## config.mk

```make
export PLATFORM = sky130hd
export DESIGN_NAME = fifo_top
export DESIGN_NICKNAME = d
export VERILOG_FILES = /design/src/rtl/fifo_top.sv
export SDC_FILE = /design/constraint.sdc
export NUM_CORES = 1
export LEC_CHECK = 0
export BUFFER_PORTS_ARGS = -buffer_cell sky130_fd_sc_hd__buf_2
export CAP_MARGIN = 10
export CORE_MARGIN = 1.5
export CORE_UTILIZATION = 55
export CTS_BUF_LIST = sky130_fd_sc_hd__clkbuf_4
export DETAILED_ROUTE_END_ITERATION = 6
export PLACE_DENSITY = 0.74
export SYNTH_ARGS = -nofsm -noshare
export SYNTH_HDL_FRONTEND = slang
export SYNTH_SLANG_ARGS = --single-unit
```

## constraint.sdc

```tcl
create_clock -name clkIn -period 3 [get_ports clkIn]
set_input_delay 0 -clock clkIn [delete_from_list [all_inputs] [get_ports clkIn]]
set_output_delay 0 -clock clkIn [all_outputs]
set_load 0.005 [all_outputs]
```

## src/rtl/fifo_top.sv

```systemverilog
// Single-clock FIFO with registered read data and full/empty flags derived from wrap-bit pointers.
// Define FIFO_STATUS_EN to add the occupancy count and sticky overflow/underflow outputs.
module fifo_top #(
  parameter int unsigned dataWidth = 8,
  parameter int unsigned addrWidth = 3
) (
  input  logic                 clkIn,
  input  logic                 rstIn,
  input  logic [dataWidth-1:0] dataIn,
  input  logic                 writeEnableIn,
  input  logic                 readEnableIn,
  output logic [dataWidth-1:0] dataOut,
  output logic                 fifoFullOut,
  output logic                 fifoEmptyOut
`ifdef FIFO_STATUS_EN
  ,
  output logic [addrWidth:0]   countOut,
  output logic                 overflowOut,
  output logic                 underflowOut
`endif
);

  localparam int unsigned Depth = 1 << addrWidth;

  typedef logic [addrWidth:0]   ptr_t;
  typedef logic [dataWidth-1:0] word_t;

  word_t mem_q [Depth];
  ptr_t  wptr_q, wptr_d;
  ptr_t  rptr_q, rptr_d;
  word_t rdata_q, rdata_d;
  logic  wr_accept;
  logic  rd_accept;

  // Equal index bits with differing wrap bits means the writer is a full lap ahead.
  assign fifoEmptyOut = (wptr_q == rptr_q);
  assign fifoFullOut  = (wptr_q[addrWidth-1:0] == rptr_q[addrWidth-1:0]) &&
                        (wptr_q[addrWidth] != rptr_q[addrWidth]);

  assign wr_accept = writeEnableIn & ~fifoFullOut;
  assign rd_accept = readEnableIn & ~fifoEmptyOut;

  always_comb begin
    wptr_d  = wptr_q;
    rptr_d  = rptr_q;
    rdata_d = rdata_q;
    if (wr_accept) begin
      wptr_d = wptr_q + ptr_t'(1);
    end
    if (rd_accept) begin
      rptr_d  = rptr_q + ptr_t'(1);
      rdata_d = mem_q[rptr_q[addrWidth-1:0]];
    end
  end

  always_ff @(posedge clkIn) begin
    if (!rstIn) begin
      wptr_q  <= '0;
      rptr_q  <= '0;
      rdata_q <= '0;
    end else begin
      wptr_q  <= wptr_d;
      rptr_q  <= rptr_d;
      rdata_q <= rdata_d;
    end
  end

  // Storage is deliberately not reset; pointer reset alone discards the contents.
  always_ff @(posedge clkIn) begin
    if (rstIn && wr_accept) begin
      mem_q[wptr_q[addrWidth-1:0]] <= dataIn;
    end
  end

  assign dataOut = rdata_q;

`ifdef FIFO_STATUS_EN
  logic overflow_q, overflow_d;
  logic underflow_q, underflow_d;

  always_comb begin
    overflow_d  = overflow_q | (writeEnableIn & fifoFullOut);
    underflow_d = underflow_q | (readEnableIn & fifoEmptyOut);
  end

  always_ff @(posedge clkIn) begin
    if (!rstIn) begin
      overflow_q  <= 1'b0;
      underflow_q <= 1'b0;
    end else begin
      overflow_q  <= overflow_d;
      underflow_q <= underflow_d;
    end
  end

  assign countOut     = wptr_q - rptr_q;
  assign overflowOut  = overflow_q;
  assign underflowOut = underflow_q;
`endif

endmodule

```

; ---- After elaboration in Yosys (flattened, before gate mapping)
; Memory sizes are Yosys's and may differ from the RTL's. A register that Yosys moved wholly into a read port is not among the register bits.
; Cells that the tools add are included.
[totals]
latchBits = 0
rom_bits = 0
ramBits = 64
memories = 1
inputBits = 12
reg_bits = 8
[classes]
magnitude_cmp = 0
mul = 0
shifts = 0
eq_ne = 3
n_div = 0
reduce_logical = 3
n_bitwise = 4
n_addsub = 2
n_mux = 2
[memory_table]
columns = name, depth, width, rd, rd_clocked_by_memory_dff, write_ports, line_no
row1 = mem_q, 8, 8, 1, 1, 1, 28  ; word_t mem_q [Depth];
[ops]
columns = cell, count
row1 = $add 4x1->4 const B, 2
row2 = $eq 4x4->1, 1
row3 = $eq 3x3->1, 1
row4 = $and 1x1->1, 2
row5 = $logic_and 1x1->1, 2
row6 = $mux 1, 2
row7 = $not 1->1, 2
row8 = $logic_not 1->1, 1
row9 = $ne 1x1->1, 1

; ---- Longest topological paths before layout
; Gate-level depths: netlist of run 1.
[logic_depth]
ltp_word = 7
mapped_depth = 6
depth_no_buf = 4

; ---- Worst setup path before layout of run 1
; Ideal clock, no wire load.
[synth_path]
path_type = register to register
startpoint = reg wptr_q[0]
endpoint = mem mem_q[4][0] (netlist name) (enable)
stages_incl_launch_ff = 6
slack_ps = 918
arrival_ps = 1699
n_path_buf = 1
required_time_ps = 2617
cell_sequence = dfxtp_1 -> buf_6 -> xnor2_2 -> a41oi_2 -> nand3_1 -> nor3_1
[synth_between]
elab_chain_len = 7
[synth_lines]
columns = item, line_no
row1 = "start, declared", 29  ; ptr_t wptr_q, wptr_d;
row2 = "start signal, assigned", 62  ; wptr_q <= wptr_d;
row3 = $eq 3x3->1, 37  ; assign fifoFullOut = (wptr_q[addrWidth-1:0] == rptr_q[addrWidth-1:0]) &&
row4 = $logic_and 1x1->1, 37
row5 = $not 1->1, 40  ; assign wr_accept = writeEnableIn & ~fifoFullOut;
row6 = $and 1x1->1, 40
row7 = $logic_and 1x1->1, 70  ; if (rstIn && wr_accept) begin
row8 = $mux 1, 70
row9 = $mux 1 (not written as such), 71  ; mem_q[wptr_q[addrWidth-1:0]] <= dataIn;
row10 = "end, declared", 28
; Several ways; a longest one is shown, not always the timed one.

; ---- Final worst setup path of run 1
[layout_path]
startpoint = reg wptr_q[0]
endpoint = mem mem_q[2][1] (netlist name) (enable)
; Same word-level chain as after synthesis.

==> results of run 1 <==
[sequential cells by signal (all words and copies together), names as in the netlist]
register  cells
rptr_q        4
mem_q        64
dataOut       8
wptr_q        4
[cell type report]
class | instances | area share (%)
inverters | 2 | 0.204
flip-flops and latches | 80 | 61.1
multi-input cells | 92 | 24.1
well taps | 72 | 2.45
clock inverters | 4 | 1.87
clock buffers | 12 | 2.45
repair buffers | 42 | 7.84
[through the flow]
stage / hold WS [ns] / total power, uW / cell area [um2] / utilization, % / setup WS [ns]
after detailed placement: 0.281 / 1630 / 3410 / 61.2 / 0.789
after floorplan: 0.0989 / 1550 / 3210 / - / 0.918
after global routing: 0.0707 / 2410 / 3670 / 65.9 / 0.673
final: 0.0759 / 2310 / 3670 / 65.9 / 0.789
after global placement: 0.265 / 1610 / 3410 / 61.2 / 0.878
after CTS: 0.0499 / 2330 / 3670 / 65.9 / 0.779
[logic make-up (layout without fill, tap and decap cells)]
| logic type | Yosys count | after routing |
|---|---|---|
| compound gates | 20 | 20 |
| xor+xnor | 8 | 8 |
| fa+ha+maj | 2 | 2 |
| buf+inv | 13 | 60 |
| flops | 80 | 80 |
| mux | 28 | 28 |
| simple gates | 34 | 34 |
[path summary, 6_finish.rpt]
kind                               start                       to  cells past startpoint  slack, ns
setup / recovery  wptr_q[0]$_SDFFE_PN0P_    mem_q[2][1]$_DFFE_PP_                      5       0.79
hold / removal              readEnableIn  dataOut[3]$_SDFFE_PN0P_                      4       0.08
setup reg to reg  wptr_q[0]$_SDFFE_PN0P_    mem_q[2][1]$_DFFE_PP_                      5       0.79
hold reg to reg   rptr_q[3]$_SDFFE_PN0P_   rptr_q[3]$_SDFFE_PN0P_                      2       0.52
[worst reg2reg max path, stage by stage, from the launching register on]
cell and delay (ns):
dfxtp_1 0.59, xnor2_2 0.15, a41oi_2 0.37, nand3b_1 0.20
nor2_1 0.41, buf_4 0.23
[report_power, final]
part / leakage (uW) / total [uW] / internal, uW / switching, uW
Clock: 0.0000890 / 707 / 363 / 343
Combinational: 0.000490 / 336 / 166 / 170
Sequential: 0.000709 / 1270 / 1240 / 29.3
Total: 0.00129 / 2310 / 1770 / 543
[layer usage]
metal / track usage (%) / part of all wire [%] / wire length (um)
met1: 26.5 / 45 / 2540
met4: 7.37 / 1.6 / 88
met2: 32.8 / 49 / 2790
met3: 5.49 / 4.1 / 233
met5: 0 / 0 / 0
[cell usage after synthesis]
cell,n
a21oi_1,8
a41oi_2,2
and2_1,2
buf_2,4
buf_4,1
buf_6,4
clkbuf_1,2
dfxtp_1,16
edfxtp_1,64
ha_1,2
inv_1,2
mux2i_1,12
mux4_2,16
nand2_1,10
nand2b_1,6
nand3_1,3
nand3b_1,1
nand4_1,1
nand4_2,1
nor2_1,6
nor3_1,4
o21ai_0,10
xnor2_1,2
xnor2_2,2
xor2_1,4
[what timing repair did]
| item | CTS | global route |
|---|---|---|
| resized for setup | 0 | 0 |
| hold endpoints to repair | 78 | 0 |
| hold buffers | 10 | 0 |
==> run_results.csv, run 1 <==
group,metric,value,unit
status,status,"finished clean",
clock_network,clockBufferDepth,2,
timing,tightest_slew,0.863,ns
critical_path,crit_path_top_delay_cell,"dfxtp_1",
synthesis,yosysTopAreaCell,"edfxtp_1",
synthesis,yosysWarningCount,0,
critical_path,cp_max_fo,10,
clock_network,postCtsSetupBuffers,0,
synthesis,synth_top_family_by_area,"multiplexers",
power,ir_worst_vdd,0.000568,V
cells_and_area,final_cell_mix,"64 x edfxtp_1, 21 x buf_2, 16 x mux4_2, 16 x dfxtp_1",
placed_design,port_buffers,21,
detailed_routing,viasPerCell,5.60,
die,ios,22,
grt,grt.overflow.total,0,
cells_and_area,antennaDiodeCount,0,
die,dieHeight,79.4,um
clock_network,clk_latency,0.42,ns
die,die_w,79.4,um
worst_hold_path,hold_class,"primary input to register",
clock_network,clk_pin_slew,0.12,ns
clock_network,cts_sinks,80,
synthesis,avgSynthCellArea,17.4,um2
clock_network,cts_inserted_buffers,9,
placed_design,hpwl,3660,um
cells_and_area,seq_area,2240,um2
cells_and_area,fin_nets,241,
detailed_routing,drt-initial-drc-count,88,
critical_path,crit_type,"register to register",
placed_design,dpl.cell_count,278,
critical_path,critical-path-top-delay-family,"simple AND/OR/NAND/NOR gates",
timing,post-route-period-util,73.7,%
timing,rsz0062_at_grt,"no",
clock_network,clockRootBuffer,"clkbuf_4",
timing,report.final.slew_viol_count,0,
synthesis,yosysSeqAreaShare,69.8,%
critical_path,cp.arrival,2.36,ns
synthesis,synthAdderAreaFrac,0.779,%
timing,fmax,452,MHz
timing,finClkSkew,0.0160,ns
critical_path,end_kind,"register",
synthesis,synth_seq_cells,80,
flow_run,maxCapViolCount,0,
cells_and_area,layout_commonest_cell,"edfxtp_1",
timing,slew_headroom,42.5,%
synthesis,yosys.area_share.simple,5.33,%
detailed_routing,ant_nets,0,
cells_and_area,syn2layout_area_growth,14.2,%
grt,track_usage,20.3,%
clock_network,h-tree-depth,3,
synthesis,synth.mux.area_fraction,14.9,%
critical_path,start_kind,"register",
die,start_util,57.7,%
power,pwr_density_cell,630,nW/um2
synthesis,synthCells,185,
clock_network,cts_tree,"built",
synthesis,yosysTopAreaCellShare,59.8,%
critical_path,crit_required,3.15,ns
detailed_routing,wirelength,5650,um
grt,grt_antenna_before_repair,0,
critical_path,cp_cell_sequence,"xnor2_2 > a41oi_2 > nand3b_1 > nor2_1 > buf_4",
grt,grt_first_pass_wirelength,8910,um
timing,period_minus_slack,2.21,ns
critical_path,cp_num_buf_inv,1,
grt,grt_max_degree,25,
synthesis,synth_compound_area_share,3.81,%
cells_and_area,drive_gt1_share,29.3,%
synthesis,synth_area_leaders,"edfxtp_1 60%, mux4_2 11%, dfxtp_1 10%",
synthesis,syn_area,3210,um2
placed_design,gp_congestion,0.807,
die,dieArea,6310,um2
detailed_routing,drc,0,
die,rows,27,
detailed_routing,post_drt_wl_per_cell,18.6,um
synthesis,synth-xor-area-share,2.65,%
cells_and_area,stdcell_count,304,
detailed_routing,vias,1702,
timing,setup-tns-final,0,ns
die,coreArea,5570,um2
synthesis,synth_cell_types,25,
cells_and_area,multi_input_area,885,um2
critical_path,slowest_delay,0.59,ns
synthesis,synth_fp_nets,199,
timing,finalSetupViolCount,0,
cells_and_area,fill_cells,404,
grt,grt_pass1_vias,1742,
timing,hold_violations,0,
detailed_routing,dr.pass1.iters,4,
power,p_leak,0.00129,uW
(Power assumes the default switching activity.)
==> inputs of run 2 (changes only) <==
Settings changed: PLACE_DENSITY 0.74 to 0.76.
Clock period 3 ns to 2 ns, I/O delays scaled along.
==> run 2 against run 1 <==
Power increased by 51%. Largest power group unchanged. Register-to-register slack got worse by 0.63 ns. Sequential cell count unchanged. Critical path depth did not move. First-iteration DRC count is 27% lower. Combinational power increased by 63%.
==> run_results.csv, run 2 (same netlist as run 1, synthesis figures left out) <==
group,metric,value,unit
timing,slew_headroom,72.8,%
placed_design,dpl_cell_area,3470,um2
clock_network,postCtsSetupBuffers,0,
clock_network,h-tree-depth,3,
cells_and_area,layout_commonest_cell,"edfxtp_1",
clock_network,clk_latency,0.41,ns
critical_path,start_kind,"register",
die,dieArea,6310,um2
cells_and_area,final_cell_mix,"64 x edfxtp_1, 21 x buf_2, 17 x buf_4",
grt,grt_first_pass_wirelength,9600,um
critical_path,timing.reg2reg.worst_path_depth,5,
detailed_routing,dr.pass1.iters,4,
timing,setup-tns-final,0,ns
cells_and_area,stdcell_count,309,
power,seq_power_share,54.5,%
power,p_sw,833,uW
timing,finalSetupViolCount,0,
timing,rsz0062_at_grt,"no",
power,switching_share,23.9,%
worst_hold_path,hold_class,"primary input to register",
flow_run,maxCapViolCount,0,
cells_and_area,fin_util,66.7,%
cells_and_area,fin_nets,246,
detailed_routing,drc,0,
timing,report.final.slew_viol_count,0,
die,rows,27,
power,power_frac_clock,29.7,%
cells_and_area,antennaDiodeCount,0,
power,pwr_density_cell,937,nW/um2
die,dieHeight,79.4,um
critical_path,cp_max_fo,9,
power,combPwrFrac,15.7,%
clock_network,cts_sinks,80,
timing,hold_violations,0,
detailed_routing,ant_nets,0,
timing,tightest_slew,0.407,ns
detailed_routing,viasPerCell,5.74,
cells_and_area,syn2layout_area_growth,15.6,%
detailed_routing,drt-initial-drc-count,64,
grt,grt_antenna_before_repair,0,
critical_path,crit_type,"register to register",
grt,grt.overflow.total,0,
die,coreArea,5570,um2
detailed_routing,wirelength,6100,um
clock_network,cts_hold_buf,9,
cells_and_area,largest_reg_flops,64,
timing,finClkSkew,0.0166,ns
status,status,"finished clean",
clock_network,clockBufferDepth,2,
power,p_leak,0.00131,uW
clock_network,clk_pin_slew,0.13,ns
worst_hold_path,hold_path_depth,5,
clock_network,cts_inserted_buffers,9,
placed_design,gp_congestion,0.965,
clock_network,cts.repair.resized,0,
placed_design,dpl.cell_count,284,
power,p_int,2650,uW
grt,grt_max_degree,21,
grt,grt_pass1_vias,1764,
cells_and_area,design_area,3720,um2
placed_design,hpwl,4160,um
timing,fmax,543,MHz
power,ir_worst_vdd,0.000679,V
timing,period_minus_slack,1.84,ns
clock_network,cts_tree,"built",
cells_and_area,drive_gt1_share,32.1,%
die,start_util,57.7,%
die,ios,22,
grt,track_usage,22.0,%
placed_design,port_buffers,21,
critical_path,cp.arrival,1.95,ns
detailed_routing,vias,1773,
timing,post-route-period-util,92.0,%
critical_path,crit_required,2.11,ns
die,die_w,79.4,um
clock_network,clockRootBuffer,"clkbuf_4",
critical_path,end_kind,"register",
detailed_routing,post_drt_wl_per_cell,19.8,um
[run 2: cell count changes in the layout (fill, tap and decap cells not counted)]
cell           change
buf_4              +6
clkbuf_4           -2
dlygate4sd3_1      -1
nor3_1             -2
nor3_2             +2
clkinvlp_4         +2
[run 2: worst max-delay path, cell delays in order, from the launching register on]
cell	delay, ns
dfxtp_1	0.59
xnor2_2	0.14
a41oi_2	0.27
nand3_1	0.19
nor3_2	0.15
buf_4	0.21
[run 2: layout make-up]
class / count / area [um2]
well taps: 72 / 90.1
inverters: 2 / 7.51
fillers: 379 / 1860
flip-flops and latches: 80 / 2240
multi-input cells: 92 / 895
repair buffers: 47 / 323
clock buffers: 10 / 75.1
clock inverters: 6 / 83.8
[run 2: power groups by stage]
stage	Sequential (uW)	Combinational [uW]	Clock, uW
global route	1910	598	1120
global placement	1930	529	0
finish	1900	548	1040
floorplan	1930	389	0
detailed placement	1940	538	0
CTS	1900	554	1060
[run 2: through the flow]
step | setup WS [ns] | power (uW) | hold WS, ns
floorplan | 0.123 | 2320 | 0.0989
CTS | 0.194 | 3510 | 0.112
global placement | 0.283 | 2460 | 0.288
detailed placement | 0.219 | 2470 | 0.306
global route | 0.0756 | 3630 | 0.113
finish | 0.159 | 3480 | 0.127
[run 2: worst paths after layout]
path	slack, ns	to	start
worst min-delay path	0.13	dataOut[1]$_SDFFE_PN0P_	readEnableIn
worst max register to register	0.16	mem_q[4][5]$_DFFE_PP_	wptr_q[1]$_SDFFE_PN0P_
worst max-delay path	0.16	mem_q[4][5]$_DFFE_PP_	wptr_q[1]$_SDFFE_PN0P_
worst min register to register	0.53	wptr_q[3]$_SDFFE_PN0P_	wptr_q[3]$_SDFFE_PN0P_
[run 2: per-layer routing]
layer  routed length, um  GRT usage (%)  share of wire, %  up-vias
li1                    -              -                 -      808
met1                2680           30.6                44      893
met2                2970           33.7                49       60
met4                 129           10.0               2.1        0
met5                   0              0                 0        -
met3                 331           4.34               5.4       12
